File: config.mk
export PLATFORM = sky130hd
export DESIGN_NAME = fetch_ctrl_flat
export DESIGN_NICKNAME = d
export VERILOG_FILES = /design/src/rtl/fetch_pkg.sv /design/src/rtl/fetch_ctrl_if.sv /design/src/rtl/fetch_buf.sv /design/src/rtl/fetch_ctrl.sv /design/src/flat_wrapper.sv
export SDC_FILE = /design/constraint.sdc
export NUM_CORES = 1
export LEC_CHECK = 0
export ABC_AREA = 1
export ABC_CLOCK_PERIOD_IN_PS = 9900
export CORE_MARGIN = 2
export CORE_UTILIZATION = 50
export DETAILED_ROUTE_END_ITERATION = 10
export MAX_ROUTING_LAYER = met4
export PLACE_DENSITY_LB_ADDON = 0.08
export SLEW_MARGIN = 20
export SYNTH_ARGS = -nofsm -noshare
export SYNTH_HDL_FRONTEND = slang
export SYNTH_SLANG_ARGS = --single-unit
File: constraint.sdc
create_clock -name clk -period 9.9 [get_ports clk]
set_input_delay 1.98 -clock clk [delete_from_list [all_inputs] [get_ports clk]]
set_output_delay 1.98 -clock clk [all_outputs]
set_load 0.1 [all_outputs]
File: src/rtl/fetch_pkg.sv
// Shared types and helpers for the instruction-fetch slice.
package fetch_pkg;

  localparam int FETCH_INSTR_W    = 32;
  localparam int FETCH_NUM_INSTRS = 512;
  localparam int FETCH_ADDR_W     = $clog2(FETCH_NUM_INSTRS);

  typedef struct packed {
    logic [FETCH_ADDR_W-1:0]  pc;
    logic [FETCH_INSTR_W-1:0] instr;
  } fetch_entry_t;

  // Depth need not be a power of two, so wrap explicitly.
  function automatic logic [31:0] pc_wrap_inc(
    input logic [31:0] pc,
    input logic [31:0] depth
  );
    return (pc >= depth - 32'd1) ? 32'd0 : pc + 32'd1;
  endfunction

endpackage

File: src/rtl/fetch_ctrl_if.sv
// Fetch-to-decode valid/ready handshake.
interface fetch_ctrl_if
  import fetch_pkg::*;
#(
  parameter int INSTR_W = FETCH_INSTR_W,
  parameter int ADDR_W  = FETCH_ADDR_W
);

  logic               out_valid;
  logic               out_ready;
  logic [INSTR_W-1:0] out_instr;
  logic [ADDR_W-1:0]  out_pc;

  modport master (
    output out_valid,
    output out_instr,
    output out_pc,
    input  out_ready
  );

  modport slave (
    input  out_valid,
    input  out_instr,
    input  out_pc,
    output out_ready
  );

endinterface

File: src/rtl/fetch_buf.sv
// Two-entry (output + skid) fetch buffer with push, pop and flush.
module fetch_buf
  import fetch_pkg::*;
#(
  parameter type entry_t = fetch_entry_t
) (
  input  logic       clk,
  input  logic       rst,
  input  logic       i_flush,
  input  logic       i_push,
  input  entry_t     i_push_data,
  input  logic       i_ready,
  output logic       o_valid,
  output entry_t     o_data,
  output logic [1:0] o_occ
);

  logic   r_out_valid;
  logic   r_skid_valid;
  entry_t r_out;
  entry_t r_skid;
  logic   w_pop;
  logic   w_out_free;

  assign w_pop      = r_out_valid && i_ready;
  assign w_out_free = !r_out_valid || w_pop;

  // Skid always refills the output before a new return does.
  always_ff @(posedge clk or posedge rst) begin
    if (rst) begin
      r_out_valid  <= 1'b0;
      r_skid_valid <= 1'b0;
      r_out        <= '0;
      r_skid       <= '0;
    end else if (i_flush) begin
      r_out_valid  <= 1'b0;
      r_skid_valid <= 1'b0;
    end else if (w_out_free) begin
      if (r_skid_valid) begin
        r_out_valid  <= 1'b1;
        r_out        <= r_skid;
        r_skid_valid <= i_push;
        if (i_push)
          r_skid <= i_push_data;
      end else begin
        r_out_valid <= i_push;
        if (i_push)
          r_out <= i_push_data;
      end
    end else if (i_push) begin
      r_skid_valid <= 1'b1;
      r_skid       <= i_push_data;
    end
  end

  assign o_valid = r_out_valid;
  assign o_data  = r_out;
  assign o_occ   = {1'b0, r_out_valid} + {1'b0, r_skid_valid};

endmodule

File: src/rtl/fetch_ctrl.sv
// Fetch sequencer: PC, read issue and return tracking for a 1-cycle imem.
// Optional perf counters enabled by defining FETCH_CTRL_PERF_EN.
module fetch_ctrl
  import fetch_pkg::*;
#(
  parameter int INSTR_W    = FETCH_INSTR_W,
  parameter int NUM_INSTRS = FETCH_NUM_INSTRS,
  parameter int ADDR_W     = $clog2(NUM_INSTRS),
  parameter int RESET_PC   = 0
) (
  input  logic               clk,
  input  logic               rst,
  input  logic               fetch_en,
  output logic [ADDR_W-1:0]  imem_addr,
  input  logic [INSTR_W-1:0] imem_rdata,
  input  logic               redirect_valid,
  input  logic [ADDR_W-1:0]  redirect_addr,
  fetch_ctrl_if.master       out_if
`ifdef FETCH_CTRL_PERF_EN
  ,
  output logic [31:0]        perf_fetched,
  output logic [31:0]        perf_stall
`endif
);

  typedef struct packed {
    logic [ADDR_W-1:0]  pc;
    logic [INSTR_W-1:0] instr;
  } entry_t;

  logic [ADDR_W-1:0] r_pc;
  logic [ADDR_W-1:0] r_req_pc;
  logic              r_req_valid;
  logic              w_pop;
  logic              w_issue;
  logic [1:0]        w_occ;
  logic [2:0]        w_pending;
  logic [ADDR_W-1:0] w_pc_inc;
  logic [ADDR_W-1:0] w_redir_pc;
  logic              w_head_valid;
  entry_t            w_ret;
  entry_t            w_head;

  assign w_pop     = w_head_valid && out_if.out_ready;
  // Issue only when every outstanding word still has a slot.
  assign w_pending = 3'(w_occ) + 3'(r_req_valid) - 3'(w_pop);
  assign w_issue   = fetch_en && !redirect_valid &&
                     (w_pending <= 3'd1);

  assign w_pc_inc   = ADDR_W'(pc_wrap_inc(32'(r_pc),
                                          32'(NUM_INSTRS)));
  assign w_redir_pc = (32'(redirect_addr) >= 32'(NUM_INSTRS)) ?
                      '0 : redirect_addr;

  always_ff @(posedge clk or posedge rst) begin
    if (rst) begin
      r_pc        <= ADDR_W'(RESET_PC);
      r_req_valid <= 1'b0;
      r_req_pc    <= '0;
    end else if (redirect_valid) begin
      r_pc        <= w_redir_pc;
      r_req_valid <= 1'b0;
    end else begin
      r_req_valid <= w_issue;
      if (w_issue) begin
        r_req_pc <= r_pc;
        r_pc     <= w_pc_inc;
      end
    end
  end

  assign w_ret.pc    = r_req_pc;
  assign w_ret.instr = imem_rdata;

  fetch_buf #(
    .entry_t (entry_t)
  ) u_buf (
    .clk         (clk),
    .rst         (rst),
    .i_flush     (redirect_valid),
    .i_push      (r_req_valid),
    .i_push_data (w_ret),
    .i_ready     (out_if.out_ready),
    .o_valid     (w_head_valid),
    .o_data      (w_head),
    .o_occ       (w_occ)
  );

  assign imem_addr        = r_pc;
  assign out_if.out_valid = w_head_valid;
  assign out_if.out_instr = w_head.instr;
  assign out_if.out_pc    = w_head.pc;

`ifdef FETCH_CTRL_PERF_EN
  logic [31:0] r_perf_fetched;
  logic [31:0] r_perf_stall;

  always_ff @(posedge clk or posedge rst) begin
    if (rst) begin
      r_perf_fetched <= '0;
      r_perf_stall   <= '0;
    end else begin
      if (w_pop)
        r_perf_fetched <= r_perf_fetched + 32'd1;
      if (w_head_valid && !out_if.out_ready)
        r_perf_stall <= r_perf_stall + 32'd1;
    end
  end

  assign perf_fetched = r_perf_fetched;
  assign perf_stall   = r_perf_stall;
`endif

endmodule

File: src/flat_wrapper.sv
// flat-port wrapper written by rule: the top's interface ports become plain ports
module fetch_ctrl_flat import fetch_pkg::*;
#(
  parameter int INSTR_W    = FETCH_INSTR_W,
  parameter int NUM_INSTRS = FETCH_NUM_INSTRS,
  parameter int ADDR_W     = $clog2(NUM_INSTRS),
  parameter int RESET_PC   = 0
)
  (clk, rst, fetch_en, imem_addr, imem_rdata, redirect_valid, redirect_addr, out_if_out_valid, out_if_out_instr, out_if_out_pc, out_if_out_ready);
  fetch_ctrl_if #(.INSTR_W(INSTR_W), .ADDR_W(ADDR_W)) out_if_i ();
  input  logic clk;
  input  logic rst;
  input  logic fetch_en;
  output logic [ADDR_W-1:0] imem_addr;
  input  logic [INSTR_W-1:0] imem_rdata;
  input  logic redirect_valid;
  input  logic [ADDR_W-1:0] redirect_addr;
  output wire logic [$bits(out_if_i.out_valid)-1:0] out_if_out_valid;
  output wire logic [$bits(out_if_i.out_instr)-1:0] out_if_out_instr;
  output wire logic [$bits(out_if_i.out_pc)-1:0] out_if_out_pc;
  input wire logic [$bits(out_if_i.out_ready)-1:0] out_if_out_ready;
  assign out_if_out_valid = out_if_i.out_valid;
  assign out_if_out_instr = out_if_i.out_instr;
  assign out_if_out_pc = out_if_i.out_pc;
  assign out_if_i.out_ready = out_if_out_ready;
  fetch_ctrl #(.INSTR_W(INSTR_W), .NUM_INSTRS(NUM_INSTRS), .ADDR_W(ADDR_W), .RESET_PC(RESET_PC)) u_core (.clk(clk), .rst(rst), .fetch_en(fetch_en), .imem_addr(imem_addr), .imem_rdata(imem_rdata), .redirect_valid(redirect_valid), .redirect_addr(redirect_addr), .out_if(out_if_i));
endmodule
==> results.yml <==
outcome:
  status: "complete, no violations"
clock_tree:
  htreeDepth: 3
  path_clk_slew_ns: 0.10
  cts_tree: "done"
  cts.sink_count: 103
  post_cts_buffers: 0
  cts_buffer_depth: 2
  clock_latency_ns: 0.36
  cts_buffers: 9
  cts_hold_buffers: 0
  cts-root-buf: "clkbuf_8"
  ctsResizeCount: 0
drt:
  postRouteAntennaNets: 0
  wl_met3_microns: 322
  drtIter0Drc: 119
  num_vias: 3756
  routed_wl_mm: 9.545
  drc: 0
  wl_per_cell_microns: 12.25
  drt-met1-wl_mm: 4.592
  routed_via_density: 4.822
  top_layer: "met4"
  firstDrtPassIters: 4
  wl_met2_mm: 4.538
grt:
  grt_max_degree: 83
  antenna_found_initial: 0
  grtUsageTotal_pct: 19.66
  grt_pass1_vias: 3652
  grt_pass1_wl_mm: 16.24
  grt_remaining_overflow: 0
sta:
  achievable-frequency_mhz: 244.1
  setup_ws_ns: 5.804
  hold_violations: 0
  setup_viol_count_final: 0
  fin_tns_setup_ns: 0
  relSlewSlack_pct: 33.09
  fin_hold_ws_ns: 0.4794
  worst_slew_pin_slew_ns: 1.000
  rsz0062_at_grt: "no"
  period_minus_slack_ns: 4.096
  finalCritPeriodShare_pct: 41.38
  clock_skew_ns: 0.01564
  maxSlewViolCount: 0
synth:
  netlist_instances: 559
  yosysMostFrequentCell: "nand2_1"
  ys_seq_area_share_pct: 52.47
  synth_area_leader_cell: "dfrtp_1"
  netlist_area_sq_um: 4912
  synthFlopType: "dfrtp_1"
  avgSynthCellArea_sq_um: 8.787
  yosysUniqueCellTypes: 30
  yosys_warnings: 0
  synth_edf_count: 0
  synth_top_cell_area_share_pct: 52.47
  synth_commonest_cells: "nand2_1 (169), dfrtp_1 (103), inv_1 (60)"
  async_reset_ff_share_pct: 100.0
  netlist_top_cells_area: "dfrtp_1 (52%), nand2_1 (13%), o21ai_2 (7.1%)"
  syn_nets: 609
  synth.ff_latch_count: 103
die:
  chipHeight_microns: 103.1
  ios: 97
  die_width_microns: 103.1
  rows: 36
  initial_core_util_pct: 50.96
  coreArea_sq_um: 9639
  die-area_sq_um: 10630
job:
  drv_cap: 0
critical_path:
  critPathLaunchType: "flip-flop"
  regToRegStartpoint: "u_core.u_buf.o_valid"
  crit_family: "buffers and inverters"
  cp_cell_sequence: "clkdlybuf4s50_1"
  end_kind: "output pin"
  crit_type: "flip-flop to output pin"
  critPathArrivalTime_ns: 2.12
  critPathMaxFanout: 7
  rr_worst_depth: 12
  timing.rr.end: "u_core.imem_addr[6]"
  crit_required_ns: 7.92
  critPathMaxStageDelay_ns: 1.21
  reg2reg_setup_slack_ns: 7.59
  cp_slowest_cell: "clkdlybuf4s50_1"
  worst-path-buf-inv: 1
hold_path:
  min_from: "u_core.u_buf.r_skid[35]"
  hold_depth: 2
  hold_class: "flip-flop to flip-flop"
  hold_end: "u_core.u_buf.r_skid[35]"
pwr:
  power_mw: 1.475
  p_leak_nw: 3.061
  p_per_area_nw_per_um2: 241.1
  vdd_ir_drop_max_uv: 136.3
cells_and_area:
  area_growth_syn_to_layout_pct: 24.55
  finalNetCount: 691
  final-instance-count-excl-fill: 779
  drive_gt1_share_pct: 13.78
  antennaDiodeCount: 0
  n_fill_cell: 900
place:
  dp_hpwl_mm: 6.478
  post-place-cells: 762
  io_buffer_count: 96
  gp_congestion: 0.8484
  post-place-ws_ns: 5.385
-- metal layers --
metal | vias up | GRT usage, %
met5 | - | -
met4 | 0 | 5.769
met3 | 8 | 2.576
met2 | 75 | 32.37
met1 | 1740 | 25.63
li1 | 1933 | -
-- cell type report --
class | instances | area (sq um) | area share (%)
Inverter | 65 | 246.5 | 4.029
Sequential cell | 103 | 2577 | 42.13
Clock buffer | 11 | 141.4 | 2.311
Clock inverter | 5 | 81.33 | 1.329
Timing Repair Buffer | 101 | 1018 | 16.65
Multi-Input combinational cell | 361 | 1887 | 30.84
Tap cell | 133 | 166.4 | 2.720
-- worst max-delay path by stage --
stage | start | to | slack [ns] | cells after the start
after global routing | redirect_valid | u_core.u_buf.r_skid[36] | 5.70 | 7
after floorplan | rst | u_core.imem_addr[0] | 5.22 | 1
after detailed placement | redirect_valid | u_core.u_buf.r_skid[31] | 5.39 | 6
after CTS | redirect_valid | u_core.u_buf.r_skid[31] | 5.76 | 6
after global placement | out_if_out_ready | u_core.u_buf.r_skid_valid | 5.46 | 5
final | u_core.imem_addr[5] | imem_addr[5] | 5.80 | 1
-- where the power goes --
part	internal [mW]	switching [mW]
Sequential	0.507	0.0552
Combinational	0.155	0.467
Clock	0.150	0.140
-- worst min-delay path, stage by stage, from the launching register on --
cell and delay, ns:
dfrtp_1 0.34, nand2_1 0.06, o21ai_2 0.05
-- registers in the layout, indices dropped and copies added (netlist names) --
signal,flops
u_core.r_req_pc,9
u_core.imem_addr,9
u_core.u_buf.r_skid,41
u_core.u_buf.o_valid,1
u_core.r_req_valid,1
u_core.u_buf.o_data,41
u_core.u_buf.r_skid_valid,1
-- cells by family (layout without fill, tap and decap cells) --
family / count (synthesis) / count (layout) / synth area share [%]
AOI/OAI and AO/OA: 137 / 137 / 17.35
and+or+nand+nor: 218 / 218 / 19.36
xor gates and xnor gates: 2 / 2 / 0.5095
adders and majority gates: 4 / 4 / 1.019
buffers and inverters: 95 / 182 / 9.297
DFF: 103 / 103 / 52.47
-- through the flow --
step | util (%) | cell area [sq um]
floorplan | - | 4912
global placement | 60.88 | 5868
detailed placement | 60.88 | 5868
CTS | 63.19 | 6091
global route | 63.47 | 6118
finish | 63.47 | 6118
-- cells in the final DEF (no fill, tap or decap), types with 2 or more instances in the layout --
| cell type | instances |
|---|---|
| nor2_2 | 2 |
| o21ai_2 | 40 |
| nand2_1 | 169 |
| nand2_2 | 9 |
| clkbuf_8 | 10 |
| nor2_1 | 6 |
| o21ai_1 | 38 |
| dfrtp_1 | 103 |
| nor2_4 | 3 |
| inv_1 | 59 |
| nand3_1 | 22 |
| bufinv_16 | 2 |
| buf_4 | 4 |
| ha_1 | 4 |
| nand3_2 | 2 |
| inv_2 | 5 |
| clkdlybuf4s50_1 | 96 |
| o21ai_0 | 55 |
No activity file was read; power rests on OpenSTA's default activity.
